**src/rtl/div_ctrl_if.sv**
```systemverilog
// Bundle between the EX-stage divide controller, the pipeline and the divider.
// The slave modport is the controller's view; master is the surrounding pipeline/divider.
interface div_ctrl_if;
  // Pipeline side
  logic        ex_div_i;
  logic        ex_signed_i;
  logic [31:0] ex_op1_i;
  logic [31:0] ex_op2_i;
  logic        flush_i;
  logic        stall_req_o;
  // Divider side
  logic        div_start_o;
  logic        div_annul_o;
  logic        div_signed_o;
  logic [31:0] div_op1_o;
  logic [31:0] div_op2_o;
  logic [63:0] div_result_i;
  logic        div_finish_i;
  // HI/LO write port and status
  logic        hilo_we_o;
  logic [31:0] hi_o;
  logic [31:0] lo_o;
  logic        div_err_o;

  modport slave (
    input  ex_div_i, ex_signed_i, ex_op1_i, ex_op2_i, flush_i, div_result_i, div_finish_i,
    output stall_req_o, div_start_o, div_annul_o, div_signed_o, div_op1_o, div_op2_o,
    output hilo_we_o, hi_o, lo_o, div_err_o
  );

  modport master (
    output ex_div_i, ex_signed_i, ex_op1_i, ex_op2_i, flush_i, div_result_i, div_finish_i,
    input  stall_req_o, div_start_o, div_annul_o, div_signed_o, div_op1_o, div_op2_o,
    input  hilo_we_o, hi_o, lo_o, div_err_o
  );
endinterface

```
**src/rtl/div_ctrl.sv**
```systemverilog
// Sequencing controller for the multi-cycle EX-stage divider: holds operands, stalls the
// pipeline while the divider runs, commits HI/LO once, annuls on flush, and has a watchdog.
module div_ctrl #(
  parameter int unsigned MAX_CYCLES = 48
) (
  input logic       clk,
  input logic       rst,
  div_ctrl_if.slave bus
);

  typedef enum logic [1:0] {StIdle, StBusy, StRelease, StFlush} state_e;

  // Counter holds (BUSY cycle number - 1), so this value marks the last allowed cycle.
  localparam logic [5:0] WdLast = 6'(MAX_CYCLES - 1);

  state_e      state_q, state_d;
  logic        flush_cnt_q, flush_cnt_d;
  logic [5:0]  wd_cnt_q, wd_cnt_d;
  logic        err_q, err_d;
  logic        signed_q, signed_d;
  logic [31:0] op1_q, op1_d;
  logic [31:0] op2_q, op2_d;

  logic        stall, start, annul, we, timeout;
  logic [31:0] hi, lo;

  // State, operand, watchdog and sticky error registers
  always_ff @(posedge clk) begin
    if (rst) begin
      state_q     <= StIdle;
      flush_cnt_q <= 1'b0;
      wd_cnt_q    <= '0;
      err_q       <= 1'b0;
      signed_q    <= 1'b0;
      op1_q       <= '0;
      op2_q       <= '0;
    end else begin
      state_q     <= state_d;
      flush_cnt_q <= flush_cnt_d;
      wd_cnt_q    <= wd_cnt_d;
      err_q       <= err_d;
      signed_q    <= signed_d;
      op1_q       <= op1_d;
      op2_q       <= op2_d;
    end
  end

  // Next-state and output decode
  always_comb begin
    state_d     = state_q;
    flush_cnt_d = flush_cnt_q;
    wd_cnt_d    = wd_cnt_q;
    err_d       = err_q;
    signed_d    = signed_q;
    op1_d       = op1_q;
    op2_d       = op2_q;
    stall       = 1'b0;
    start       = 1'b0;
    annul       = 1'b0;
    we          = 1'b0;
    timeout     = 1'b0;
    hi          = '0;
    lo          = '0;

    unique case (state_q)
      StIdle: begin
        // Gate with rst so nothing is requested while reset is held
        if (bus.ex_div_i && !bus.flush_i && !rst) begin
          op1_d    = bus.ex_op1_i;
          op2_d    = bus.ex_op2_i;
          signed_d = bus.ex_signed_i;
          wd_cnt_d = '0;
          stall    = 1'b1;
          state_d  = StBusy;
        end
      end
      StBusy: begin
        start    = 1'b1;
        stall    = 1'b1;
        wd_cnt_d = wd_cnt_q + 6'd1;
        if (bus.flush_i) begin
          // Flush wins over a finish in the same cycle: the result is discarded
          stall       = 1'b0;
          flush_cnt_d = 1'b0;
          state_d     = StFlush;
        end else if (bus.div_finish_i) begin
          stall   = 1'b0;
          we      = 1'b1;
          hi      = bus.div_result_i[63:32];
          lo      = bus.div_result_i[31:0];
          state_d = StRelease;
        end else if (wd_cnt_q == WdLast) begin
          stall       = 1'b0;
          timeout     = 1'b1;
          err_d       = 1'b1;
          flush_cnt_d = 1'b0;
          state_d     = StFlush;
        end
      end
      StRelease: begin
        // Dropping start returns the divider to idle; a waiting divide stays stalled
        stall   = bus.ex_div_i;
        state_d = StIdle;
      end
      StFlush: begin
        annul = 1'b1;
        if (flush_cnt_q) begin
          state_d = StIdle;
        end else begin
          flush_cnt_d = 1'b1;
        end
      end
      default: state_d = StIdle;
    endcase
  end

  assign bus.stall_req_o  = stall;
  assign bus.div_start_o  = start;
  assign bus.div_annul_o  = annul;
  assign bus.div_signed_o = signed_q;
  assign bus.div_op1_o    = op1_q;
  assign bus.div_op2_o    = op2_q;
  assign bus.hilo_we_o    = we;
  assign bus.hi_o         = hi;
  assign bus.lo_o         = lo;
  // Error is visible already in the cycle the watchdog expires
  assign bus.div_err_o    = err_q | timeout;

endmodule

```
**src/flat_wrapper.sv**
```systemverilog
// flat-port wrapper written by rule: the top's interface ports become plain ports
module div_ctrl_flat 
#(
  parameter int unsigned MAX_CYCLES = 48
)
  (clk, rst, bus_ex_div_i, bus_ex_signed_i, bus_ex_op1_i, bus_ex_op2_i, bus_flush_i, bus_div_result_i, bus_div_finish_i, bus_stall_req_o, bus_div_start_o, bus_div_annul_o, bus_div_signed_o, bus_div_op1_o, bus_div_op2_o, bus_hilo_we_o, bus_hi_o, bus_lo_o, bus_div_err_o);
  div_ctrl_if bus_i ();
  input logic clk;
  input logic rst;
  input wire logic [$bits(bus_i.ex_div_i)-1:0] bus_ex_div_i;
  input wire logic [$bits(bus_i.ex_signed_i)-1:0] bus_ex_signed_i;
  input wire logic [$bits(bus_i.ex_op1_i)-1:0] bus_ex_op1_i;
  input wire logic [$bits(bus_i.ex_op2_i)-1:0] bus_ex_op2_i;
  input wire logic [$bits(bus_i.flush_i)-1:0] bus_flush_i;
  input wire logic [$bits(bus_i.div_result_i)-1:0] bus_div_result_i;
  input wire logic [$bits(bus_i.div_finish_i)-1:0] bus_div_finish_i;
  output wire logic [$bits(bus_i.stall_req_o)-1:0] bus_stall_req_o;
  output wire logic [$bits(bus_i.div_start_o)-1:0] bus_div_start_o;
  output wire logic [$bits(bus_i.div_annul_o)-1:0] bus_div_annul_o;
  output wire logic [$bits(bus_i.div_signed_o)-1:0] bus_div_signed_o;
  output wire logic [$bits(bus_i.div_op1_o)-1:0] bus_div_op1_o;
  output wire logic [$bits(bus_i.div_op2_o)-1:0] bus_div_op2_o;
  output wire logic [$bits(bus_i.hilo_we_o)-1:0] bus_hilo_we_o;
  output wire logic [$bits(bus_i.hi_o)-1:0] bus_hi_o;
  output wire logic [$bits(bus_i.lo_o)-1:0] bus_lo_o;
  output wire logic [$bits(bus_i.div_err_o)-1:0] bus_div_err_o;
  assign bus_i.ex_div_i = bus_ex_div_i;
  assign bus_i.ex_signed_i = bus_ex_signed_i;
  assign bus_i.ex_op1_i = bus_ex_op1_i;
  assign bus_i.ex_op2_i = bus_ex_op2_i;
  assign bus_i.flush_i = bus_flush_i;
  assign bus_i.div_result_i = bus_div_result_i;
  assign bus_i.div_finish_i = bus_div_finish_i;
  assign bus_stall_req_o = bus_i.stall_req_o;
  assign bus_div_start_o = bus_i.div_start_o;
  assign bus_div_annul_o = bus_i.div_annul_o;
  assign bus_div_signed_o = bus_i.div_signed_o;
  assign bus_div_op1_o = bus_i.div_op1_o;
  assign bus_div_op2_o = bus_i.div_op2_o;
  assign bus_hilo_we_o = bus_i.hilo_we_o;
  assign bus_hi_o = bus_i.hi_o;
  assign bus_lo_o = bus_i.lo_o;
  assign bus_div_err_o = bus_i.div_err_o;
  div_ctrl #(.MAX_CYCLES(MAX_CYCLES)) u_core (.clk(clk), .rst(rst), .bus(bus_i));
endmodule
```
**config.mk**
```make
export PLATFORM = sky130hd
export DESIGN_NAME = div_ctrl_flat
export DESIGN_NICKNAME = d
export VERILOG_FILES = /design/src/rtl/div_ctrl_if.sv /design/src/rtl/div_ctrl.sv /design/src/flat_wrapper.sv
export SDC_FILE = /design/constraint.sdc
export NUM_CORES = 1
export LEC_CHECK = 0
export BUFFER_PORTS_ARGS = -buffer_cell sky130_fd_sc_hd__buf_2
export CAP_MARGIN = 20
export CORE_AREA = 2 2 105 107
export CTS_CLUSTER_DIAMETER = 80
export CTS_CLUSTER_SIZE = 25
export DETAILED_ROUTE_END_ITERATION = 10
export DIE_AREA = 0 0 107 109
export HOLD_SLACK_MARGIN = 0.08
export PLACE_DENSITY = 0.78
export SLEW_MARGIN = 20
export SYNTH_ARGS = -nofsm -noshare
export SYNTH_HDL_FRONTEND = slang
export SYNTH_SLANG_ARGS = --single-unit
```
**constraint.sdc**
```tcl
create_clock -name clk -period 2.1 [get_ports clk]
set_input_delay 0.105 -clock clk [delete_from_list [all_inputs] [get_ports clk]]
set_output_delay 0.105 -clock clk [all_outputs]
set_load 0.1 [all_outputs]
```
==> results of run 1 <==
[cell families (layout without fill, tap and decap cells)]
kind of cell	count (synthesis)	in the layout	share of synthesized area [%]
AOI/OAI and AO/OA	151	151	23.30
adders and majority gates	1	1	0.3640
buffers and inverters	52	366	6.807
DFF	75	75	43.68
and+or+nand+nor	155	155	25.85
[per-layer routing]
| layer | track usage [%] | share of wire [%] | routed length, µm |
|---|---|---|---|
| met2 | 43.22 | 52 | 7794 |
| met1 | 25.76 | 35 | 5298 |
| met4 | 12.52 | 4.3 | 639 |
| met3 | 6.216 | 8.3 | 1242 |
| met5 | 0 | 0 | 0 |
[per-stage QoR]
step	worst slack, ps	hold slack (ps)	util (%)
global placement	345.2	358.2	56.34
global route	32.78	165.2	64.75
CTS	91.36	142.2	64.75
detailed placement	292.6	365.7	56.34
finish	114.4	158.2	64.75
floorplan	106.4	252.7	-
[layout make-up]
cell class / instances / share of cell area, %
timing repair buffer: 345 / 45.20
multi-input combinational: 307 / 26.48
sequential: 75 / 21.91
tap: 140 / 2.551
clock buffer: 11 / 2.059
clock inverter: 4 / 1.440
inverter: 6 / 0.3645
[worst max-delay path: cells and delay by family (launching register included)]
kind / cells / cell delay [ps]
DFF: 1 / 440
and+or+nand+nor: 3 / 570
buffers and inverters: 3 / 510
[what timing repair did]
item	in CTS	in global routing
pin swaps	0	0
buffers inserted	0	0
resized for setup	1	1
hold buffers	65	0
hold endpoints to repair	65	0
setup endpoints to repair	7	1
[cell usage after synthesis, types with 2 or more instances]
master / number / area (µm²)
inv_1: 5 / 18.77
and2_1: 66 / 412.9
clkbuf_2: 8 / 40.04
o21ai_1: 15 / 75.07
nand2_1: 7 / 26.28
nand3_1: 67 / 335.3
o21ai_0: 51 / 255.2
buf_6: 2 / 22.52
or4b_1: 2 / 20.02
buf_2: 11 / 55.05
a21oi_1: 71 / 355.3
nor2_1: 2 / 7.510
nand2b_1: 3 / 18.77
o221ai_1: 2 / 17.52
dfxtp_1: 75 / 1501
clkbuf_1: 24 / 90.09
[flip-flops by register name (all words and copies together), names as in the netlist]
register / cells
u_core.bus.div_signed_o: 1
u_core.state_q: 2
u_core.bus.div_op2_o: 32
u_core.wd_cnt_q: 6
u_core.bus.div_op1_o: 32
u_core.err_q: 1
u_core.flush_cnt_q: 1
[layout by cell type, fill, tap and decap left out, types with 2 or more instances in the layout]
cell / n
buf_2: 200
dfxtp_1: 73
a21oi_1: 71
buf_12: 68
nand3_1: 67
dlygate4sd3_1: 65
and2_2: 55
o21ai_0: 50
o21ai_1: 16
buf_4: 12
clkbuf_8: 10
and2_4: 9
nand2_1: 7
inv_1: 4
nand2b_1: 3
bufinv_16: 3
and2_1: 2
o221ai_1: 2
nor2_1: 2
dfxtp_2: 2
[report_power, final]
group | switching (mW) | internal, mW | leakage [nW]
logic | 0.662 | 0.323 | 2.28
registers | 0.0252 | 1.47 | 0.609
clock network | 0.521 | 0.819 | 0.120
[final timing paths]
| check | start | end | cells past startpoint |
|---|---|---|---|
| max | u_core.state_q[0] | bus_lo_o[13] | 6 |
| min | rst | u_core.wd_cnt_q[1] | 3 |
| max reg2reg | u_core.state_q[0] | u_core.bus.div_op2_o[16] | 4 |
| min reg2reg | u_core.bus.div_op1_o[20] | u_core.bus.div_op1_o[20] | 2 |
==> metrics.md, run 1 <==
| Metric | Value |
|---|---|
| Status | `complete, no violations` |
| #FFs+latches synth | `75` |
| Post-DP Area | `0.005973 mm²` |
| Slowest CP cell | `dfxtp_2` |
| Most frequent CP cell | `buf_12` |
| Worst hold path class | `in -> reg` |
| Gpl congestion | `0.7971` |
| Mapped Area | `0.003437 mm²` |
| IO buf count | `267` |
| Slew @ Worst Pin | `702.9 ps` |
| GRT Total Usage | `23.94%` |
| Clk Latency, worst-skew pair | `350 ps` |
| Crit path largest cell delay | `440 ps` |
| Placed cells | `808` |
| Routed WL | `14970 µm` |
| Filler instances | `811` |
| Storage element area | `0.001504 mm²` |
| YS warnings | `0` |
| Core Area | `0.01060 mm²` |
| Setup crit start kind | `register` |
| Final non-filler cell total | `888` |
| Power density over the cells | `556.0 mW/mm²` |
| CTS Sinks | `75` |
| Total congestion overflow | `0` |
| Drt first pass iters | `5` |
| Number of global-route vias before repair | `4216` |
| FF-to-FF setup slack | `230 ps` |
| Skew final | `13.63 ps` |
| HPWL after DPL | `9694 µm` |
| Vias per cell | `5.023` |
| Final Power | `3.817 mW` |
| Antenna-violating nets left | `0` |
| Final setup fails | `0` |
| Clock Pin Slew Worst Setup and Hold Paths | `80 ps` |
| Final Hold Viols | `0` |
| Rows | `38` |
| Critical-path cell list | `nand2b_1 > inv_4 > and3_2 > buf_12 > and2_2 > buf_12` |
| Pin count of the biggest net entering global routing | `66` |
| Vias | `4460` |
| Routed len/inst | `16.86 µm` |
| Period Utilization, post-route | `94.55%` |
| Initial Utilization | `32.42%` |
| TritonCTS Buffers | `9` |
| Die H | `109 µm` |
| Critical Path RT | `2000 ps` |
| Fraction of layout cells with a size suffix above 1 | `49.20%` |
| Setup_tns | `0 ps` |
| Ant. Diodes | `0` |
| Die footprint | `0.01166 mm²` |
| Maximum vdd ir drop | `0.0005243 V` |
| Final min period | `1986 ps` |
| Ports | `268` |
| Setup repair after global routing missed its margin | `false` |
| Initial antenna violation count | `0` |
| Syn_nets | `569` |
| First-pass GRT wire length | `21970 µm` |
| Drt drc | `0` |
| Netlist cell types | `39` |
| H-tree Lvls | `3` |
| Critical path type | `reg -> out` |
| Cell area after layout | `0.006865 mm²` |
| Layout Area Growth over Synthesis | `99.75%` |
| DR iter-0 viols | `379` |
| Syn Area/Cell | `7.919 µm²` |
| Number of enable flip-flop cells after synthesis | `0` |
| CTS max path bufs | `2` |
| Post-Synthesis Cells | `434` |
| F_max | `503.6 MHz` |
| Leading register cell type out of synthesis | `dfxtp_1` |
| Async S/R FF share, synth | `0%` |
| Area taken by multi-input logic gates | `0.001818 mm²` |
| Critical Path AT | `1880 ps` |
| Maxcap violations | `0` |
| Seq/Total Area, Yosys | `43.68%` |
| Slew Limit Headroom | `53.14%` |
| Fin. max-slew vios | `0` |
| CP Capture Type | `output pin` |
| Layout Nets | `879` |
| Root buffer cell | `clkbuf_8` |
| Leak | `3.014 nW` |
| Die X | `107 µm` |
| CTS tree | `built` |
| Maximum fanout along the worst path | `65` |
Note: power is estimated with default switching activity, not from simulation.
==> run 2: changes to the inputs <==
--- a/config.mk
+++ b/config.mk
@@ -13,7 +13,7 @@
 export DETAILED_ROUTE_END_ITERATION = 10
 export DIE_AREA = 0 0 107 109
 export HOLD_SLACK_MARGIN = 0.08
-export PLACE_DENSITY = 0.78
+export PLACE_DENSITY = 0.65
 export SLEW_MARGIN = 20
 export SYNTH_ARGS = -nofsm -noshare
 export SYNTH_HDL_FRONTEND = slang
==> metrics.md, run 2 (synthesized netlist as in run 1, its figures left out) <==
| Metric | Value |
|---|---|
| Status | `complete, no violations` |
| Drt first pass iters | `5 (unchanged)` |
| Clk Latency, worst-skew pair | `340 ps (about the same)` |
| Ports | `268 (unchanged)` |
| Fraction of layout cells with a size suffix above 1 | `49.20% (about the same)` |
| GRT Total Usage | `25.54% (+1.6 points)` |
| Number of global-route vias before repair | `4418 (+4.8%)` |
| Slew Limit Headroom | `45.55% (-7.6 points)` |
| First-pass GRT wire length | `23030 µm (+4.8%)` |
| Ant. Diodes | `0 (unchanged)` |
| Gpl congestion | `0.9226 (+16%)` |
| Routed WL | `15560 µm (+3.9%)` |
| Layout Nets | `877 (-0.23%)` |
| Skew final | `6.259 ps (-7.366 ps)` |
| Worst hold slack | `166.5 ps (+8.334 ps)` |
| CP Capture Type | `output pin` |
| Setup repair after global routing missed its margin | `false` |
| Maximum vdd ir drop | `0.0005651 V (+7.8%)` |
| Filler instances | `884 (+9.0%)` |
| Vias per cell | `5.015 (-0.16%)` |
| Crit path largest cell delay | `400 ps (-40 ps)` |
| IO buf count | `267 (unchanged)` |
| Layout Area Growth over Synthesis | `99.60% (about the same)` |
| Total congestion overflow | `0 (unchanged)` |
| Final Hold Viols | `0 (unchanged)` |
| Period Utilization, post-route | `94.45% (-0.099 points)` |
| CP top delay family | `compound AO/OA/AOI/OAI gates` |
| Setup_tns | `0 ps (unchanged)` |
| Initial antenna violation count | `0 (unchanged)` |
| Setup Fix Bufs, Post-CTS | `0 (unchanged)` |
| Cell area after layout | `0.006860 mm² (about the same)` |
| Drt drc | `0 (unchanged)` |
| Most common cell after layout, fill and taps aside | `buf_2` |
| CTS max path bufs | `2 (unchanged)` |
| CTS Sinks | `75 (unchanged)` |
| Root buffer cell | `clkbuf_8` |
| Core Area | `0.01060 mm² (unchanged)` |
| Power density over the cells | `560.3 mW/mm² (+0.78%)` |
| Final setup fails | `0 (unchanged)` |
| FF-to-FF setup slack | `200 ps (-30 ps)` |
| Slowest CP cell | `dfxtp_1` |
| HPWL after DPL | `10460 µm (+7.9%)` |
| Crit path buf inv count | `1 (-2)` |
| DR iter-0 viols | `406 (+7.1%)` |
| Clock Pin Slew Worst Setup and Hold Paths | `70 ps (about the same)` |
| F_max | `504.1 MHz (+0.11%)` |
| Worst hold path class | `in -> reg` |
| Maximum fanout along the worst path | `5 (-92%)` |
| Slew @ Worst Pin | `816.7 ps (+113.8 ps)` |
| Utilization after layout | `64.70% (about the same)` |
| Vias | `4443 (-0.38%)` |
| TritonCTS Buffers | `9 (unchanged)` |
| Critical-path cell list | `ha_1 > nand3_1 > o21ai_0 > a31oi_4 > buf_12` |
| Most frequent cells in the layout | `buf_2 (201), dfxtp_1 (73), a21oi_1 (71)` |
| Post-DP Area | `0.005956 mm² (-0.29%)` |
| Final min period | `1984 ps (-2.089 ps)` |
| Maxcap violations | `0 (unchanged)` |
| Critical Path RT | `2000 ps (about the same)` |
| Pin count of the biggest net entering global routing | `77 (+17%)` |
| Fin. max-slew vios | `0 (unchanged)` |
| Critical Path AT | `1880 ps (about the same)` |
| Die H | `109 µm (unchanged)` |
| Critical path type | `reg -> out` |
| Rows | `38 (unchanged)` |
| H-tree Lvls | `3 (unchanged)` |
| Die X | `107 µm (unchanged)` |
| Leak | `3.005 nW (-0.29%)` |
| CTS tree | `built` |
| Routed len/inst | `17.57 µm (+4.2%)` |
| Antenna-violating nets left | `0 (unchanged)` |
| Setup crit start kind | `register` |
| Initial Utilization | `32.42% (unchanged)` |
| Die footprint | `0.01166 mm² (unchanged)` |
## run 2: worst min-delay path, cell delays in order
cell	delay, ps
buf_2	140
o221ai_1	150
a21oi_1	70
## run 2: layout make-up
type / instances / area, µm² / area share [%]
clock inverters: 4 / 97.59 / 1.423
inverters: 6 / 25.02 / 0.3648
well taps: 140 / 175.2 / 2.553
repair buffers: 343 / 3085 / 44.98
multi-input cells: 307 / 1822 / 26.55
flip-flops and latches: 75 / 1504 / 21.92
clock buffers: 11 / 151.4 / 2.207
## run 2: layer usage
metal / part of all wire, % / global-route usage [%]
met5: 0 / 0
met4: 4.2 / 12.34
met3: 7.3 / 7.711
met2: 52 / 45.40
met1: 36 / 27.79
## run 2: power by group
part | total [mW] | internal, mW | switching [mW]
Sequential | 1.49 | 1.47 | 0.0250
Clock | 1.36 | 0.848 | 0.514
Combinational | 0.990 | 0.324 | 0.666
## run 2: repair_timing
item | in CTS | in global routing
endpoints found under the setup margin | 48 | 48
hold endpoints to repair | 65 | 0
hold buffers | 65 | 0
resized for setup | 1 | 1
pin swaps | 0 | 0
## run 2: worst paths after layout
check | start | depth (start not counted) | end
min reg2reg | u_core.bus.div_op1_o[27] | 2 | u_core.bus.div_op1_o[27]
max | u_core.wd_cnt_q[0] | 5 | bus_stall_req_o
min | bus_flush_i | 3 | u_core.state_q[0]
max reg2reg | u_core.state_q[0] | 4 | u_core.bus.div_op1_o[3]
## run 2: stage by stage
stage	std cells	worst slack (ps)	total power, mW
floorplan	434	106.4	2.115
global placement	806	300.1	2.394
detailed placement	806	221.4	2.408
CTS	886	23.62	3.871
global route	886	2.249	3.991
finish	886	116.4	3.844
==> run 3: changes to the inputs <==
--- a/config.mk
+++ b/config.mk
@@ -7,13 +7,13 @@
 export LEC_CHECK = 0
 export BUFFER_PORTS_ARGS = -buffer_cell sky130_fd_sc_hd__buf_2
 export CAP_MARGIN = 20
-export CORE_AREA = 2 2 105 107
+export CORE_AREA = 3 3 103 105
 export CTS_CLUSTER_DIAMETER = 80
 export CTS_CLUSTER_SIZE = 25
 export DETAILED_ROUTE_END_ITERATION = 10
-export DIE_AREA = 0 0 107 109
+export DIE_AREA = 0 0 106 108
 export HOLD_SLACK_MARGIN = 0.08
-export PLACE_DENSITY = 0.65
+export PLACE_DENSITY = 0.69
 export SLEW_MARGIN = 20
 export SYNTH_ARGS = -nofsm -noshare
 export SYNTH_HDL_FRONTEND = slang
==> constraint.sdc (replaced) <==
create_clock -name clk -period 2.1 [get_ports clk]
set_input_delay 0.21 -clock clk [delete_from_list [all_inputs] [get_ports clk]]
set_output_delay 0.21 -clock clk [all_outputs]
set_load 0.1 [all_outputs]
==> metrics.md, run 3 (synthesized netlist as in run 1, its figures left out) <==
| Metric | Value |
|---|---|
| Status | `complete, no violations` |
| Worst slack, placed | `281.0 ps (+59.62 ps)` |
| Pin count of the biggest net entering global routing | `77 (unchanged)` |
| Worst hold slack | `104.9 ps (-61.61 ps)` |
| Slew @ Worst Pin | `782.1 ps (-34.65 ps)` |
| Final non-filler cell total | `816 (-7.9%)` |
| Core Area | `0.009729 mm² (-8.2%)` |
| FF-to-FF setup slack | `310 ps (+110 ps)` |
| Setup crit end | `bus_stall_req_o` |
| Die H | `108 µm (-0.92%)` |
| Root buffer cell | `clkbuf_8` |
| Critical path type | `reg -> out` |
| Cell area after layout | `0.006175 mm² (-10%)` |
| Slew Limit Headroom | `47.86% (+2.3 points)` |
| TritonCTS Buffers | `9 (unchanged)` |
| Drt drc | `0 (unchanged)` |
| Vias per cell | `5.044 (+0.59%)` |
| R2R Path End | `u_core.bus.div_op1_o[7]` |
| Worst hold path class | `in -> reg` |
| Setup_tns | `0 ps (unchanged)` |
| Fraction of layout cells with a size suffix above 1 | `53.88% (+4.7 points)` |
| Post-DP Area | `0.005948 mm² (-0.13%)` |
| Number of global-route vias before repair | `3905 (-12%)` |
| GRT Total Usage | `22.18% (-3.4 points)` |
| Filler instances | `851 (-3.7%)` |
| Vias | `4116 (-7.4%)` |
| Final min period | `1987 ps (+3.199 ps)` |
| Leak | `2.723 nW (-9.4%)` |
| Clk Latency, worst-skew pair | `340 ps (about the same)` |
| Layout Area Growth over Synthesis | `79.65%` |
| Initial Utilization | `35.33% (+2.9 points)` |
| Utilization after layout | `63.46% (-1.2 points)` |
| Fin. max-slew vios | `0 (unchanged)` |
| DR iter-0 viols | `251 (-38%)` |
| Clock Pin Slew Worst Setup and Hold Paths | `70 ps (about the same)` |
| Setup crit start kind | `register` |
| First-pass GRT wire length | `20220 µm (-12%)` |
| Routed len/inst | `16.63 µm (-5.3%)` |
| Critical Path AT | `1780 ps (-100 ps)` |
| CP Capture Type | `output pin` |
| Die footprint | `0.01145 mm² (-1.8%)` |
| Maximum vdd ir drop | `0.0004805 V (-15%)` |
| Critical Path RT | `1890 ps (-110 ps)` |
| Layout Nets | `814 (-7.2%)` |
| Maxcap violations | `0 (unchanged)` |
| HPWL after DPL | `10130 µm (-3.1%)` |
| Final Hold Viols | `0 (unchanged)` |
| Hold Buf Count CTS | `0 (-100%)` |
| Maximum fanout along the worst path | `5 (unchanged)` |
| Ports | `268 (unchanged)` |
| Skew final | `2.932 ps (-3.327 ps)` |
| CTS Sinks | `75 (unchanged)` |
| Period Utilization, post-route | `94.61% (+0.15 points)` |
| CTS tree | `built` |
| Setup repair after global routing missed its margin | `false` |
| Power density over the cells | `548.5 mW/mm² (-2.1%)` |
| Worst setup path start | `u_core.wd_cnt_q[0]` |
| CTS max path bufs | `2 (unchanged)` |
| Final setup fails | `0 (unchanged)` |
| Most common cell after layout, fill and taps aside | `buf_2` |
| Drt first pass iters | `5 (unchanged)` |
| Initial antenna violation count | `2 (+2)` |
| Antenna-violating nets left | `0 (unchanged)` |
| Setup ws final | `113.2 ps (-3.199 ps)` |
| R2R cell count | `4 (unchanged)` |
| IO buf count | `267 (unchanged)` |
| H-tree Lvls | `3 (unchanged)` |
| Most frequent cells in the layout | `buf_2 (199), dfxtp_1 (73), a21oi_1 (71)` |
| Final Power | `3.387 mW (-12%)` |
| Routed WL | `13570 µm (-13%)` |
| Crit Reg-Reg Startpoint | `u_core.state_q[0]` |
| Die X | `106 µm (-0.93%)` |
| Rows | `36 (-5.3%)` |
| Gpl congestion | `0.8280 (-10%)` |
| Total congestion overflow | `0 (unchanged)` |
| Ant. Diodes | `0 (unchanged)` |
| F_max | `503.3 MHz (-0.16%)` |
| Placed cells | `799 (-0.87%)` |
run 3: cell types whose count changed in the layout (fill, tap and decap cells not counted), sizes merged:
cell / delta
clkinvlp: -1
bufinv: -3
clkbuf: +4
clkinv: +2
dlygate4sd3: -65
run 3: per-layer routing:
metal | global-route usage, % | up-vias | routed length (µm) | share of wire [%]
li1 | - | 2002 | - | -
met1 | 24.74 | 1905 | 5113 | 38
met2 | 39.89 | 179 | 7090 | 52
met3 | 6.806 | 26 | 1044 | 7.7
met4 | 8.233 | 4 | 300 | 2.2
met5 | 0 | - | 22 | 0.16
run 3: repair_timing:
action	4_1_cts	5_1_grt
cloned	0	2
resized for setup	2	4
endpoints found under the setup margin	65	65
buffers inserted	0	0
run 3: worst min-delay path by stage:
stage / startpoint / end / slack, ps / cells past startpoint
after floorplan: bus_ex_op1_i[18] / u_core.bus.div_op1_o[18] / 360 / 2
after CTS: bus_ex_op1_i[25] / u_core.bus.div_op1_o[25] / 80 / 3
after detailed placement: u_core.bus.div_op1_o[8] / u_core.bus.div_op1_o[8] / 460 / 2
final: bus_ex_op1_i[25] / u_core.bus.div_op1_o[25] / 100 / 3
after global placement: u_core.bus.div_op2_o[31] / u_core.bus.div_op2_o[31] / 460 / 2
after global routing: bus_ex_op1_i[25] / u_core.bus.div_op1_o[25] / 90 / 3
run 3: report_power, final:
part           total [mW]  internal (mW)  switching, mW
registers            1.49           1.47         0.0239
logic               0.877          0.245          0.632
clock network        1.02          0.516          0.502
total                3.39           2.23           1.16
run 3: critical path, stage by stage, from the launching register on:
cell and delay [ps]:
dfxtp_1 410, ha_1 250, nand3_1 160, o21ai_1 290
a31oi_4 130, buf_12 180
run 3: area by class of cell:
| type | count | area [µm²] | area share [%] |
|---|---|---|---|
| multi-input combinational | 307 | 1822 | 29.50 |
| clock inverter | 2 | 10.01 | 0.1621 |
| inverter | 6 | 25.02 | 0.4053 |
| clock buffer | 13 | 168.9 | 2.736 |
| timing repair buffer | 280 | 2476 | 40.10 |
| tap | 133 | 166.4 | 2.695 |
| sequential | 75 | 1506 | 24.40 |
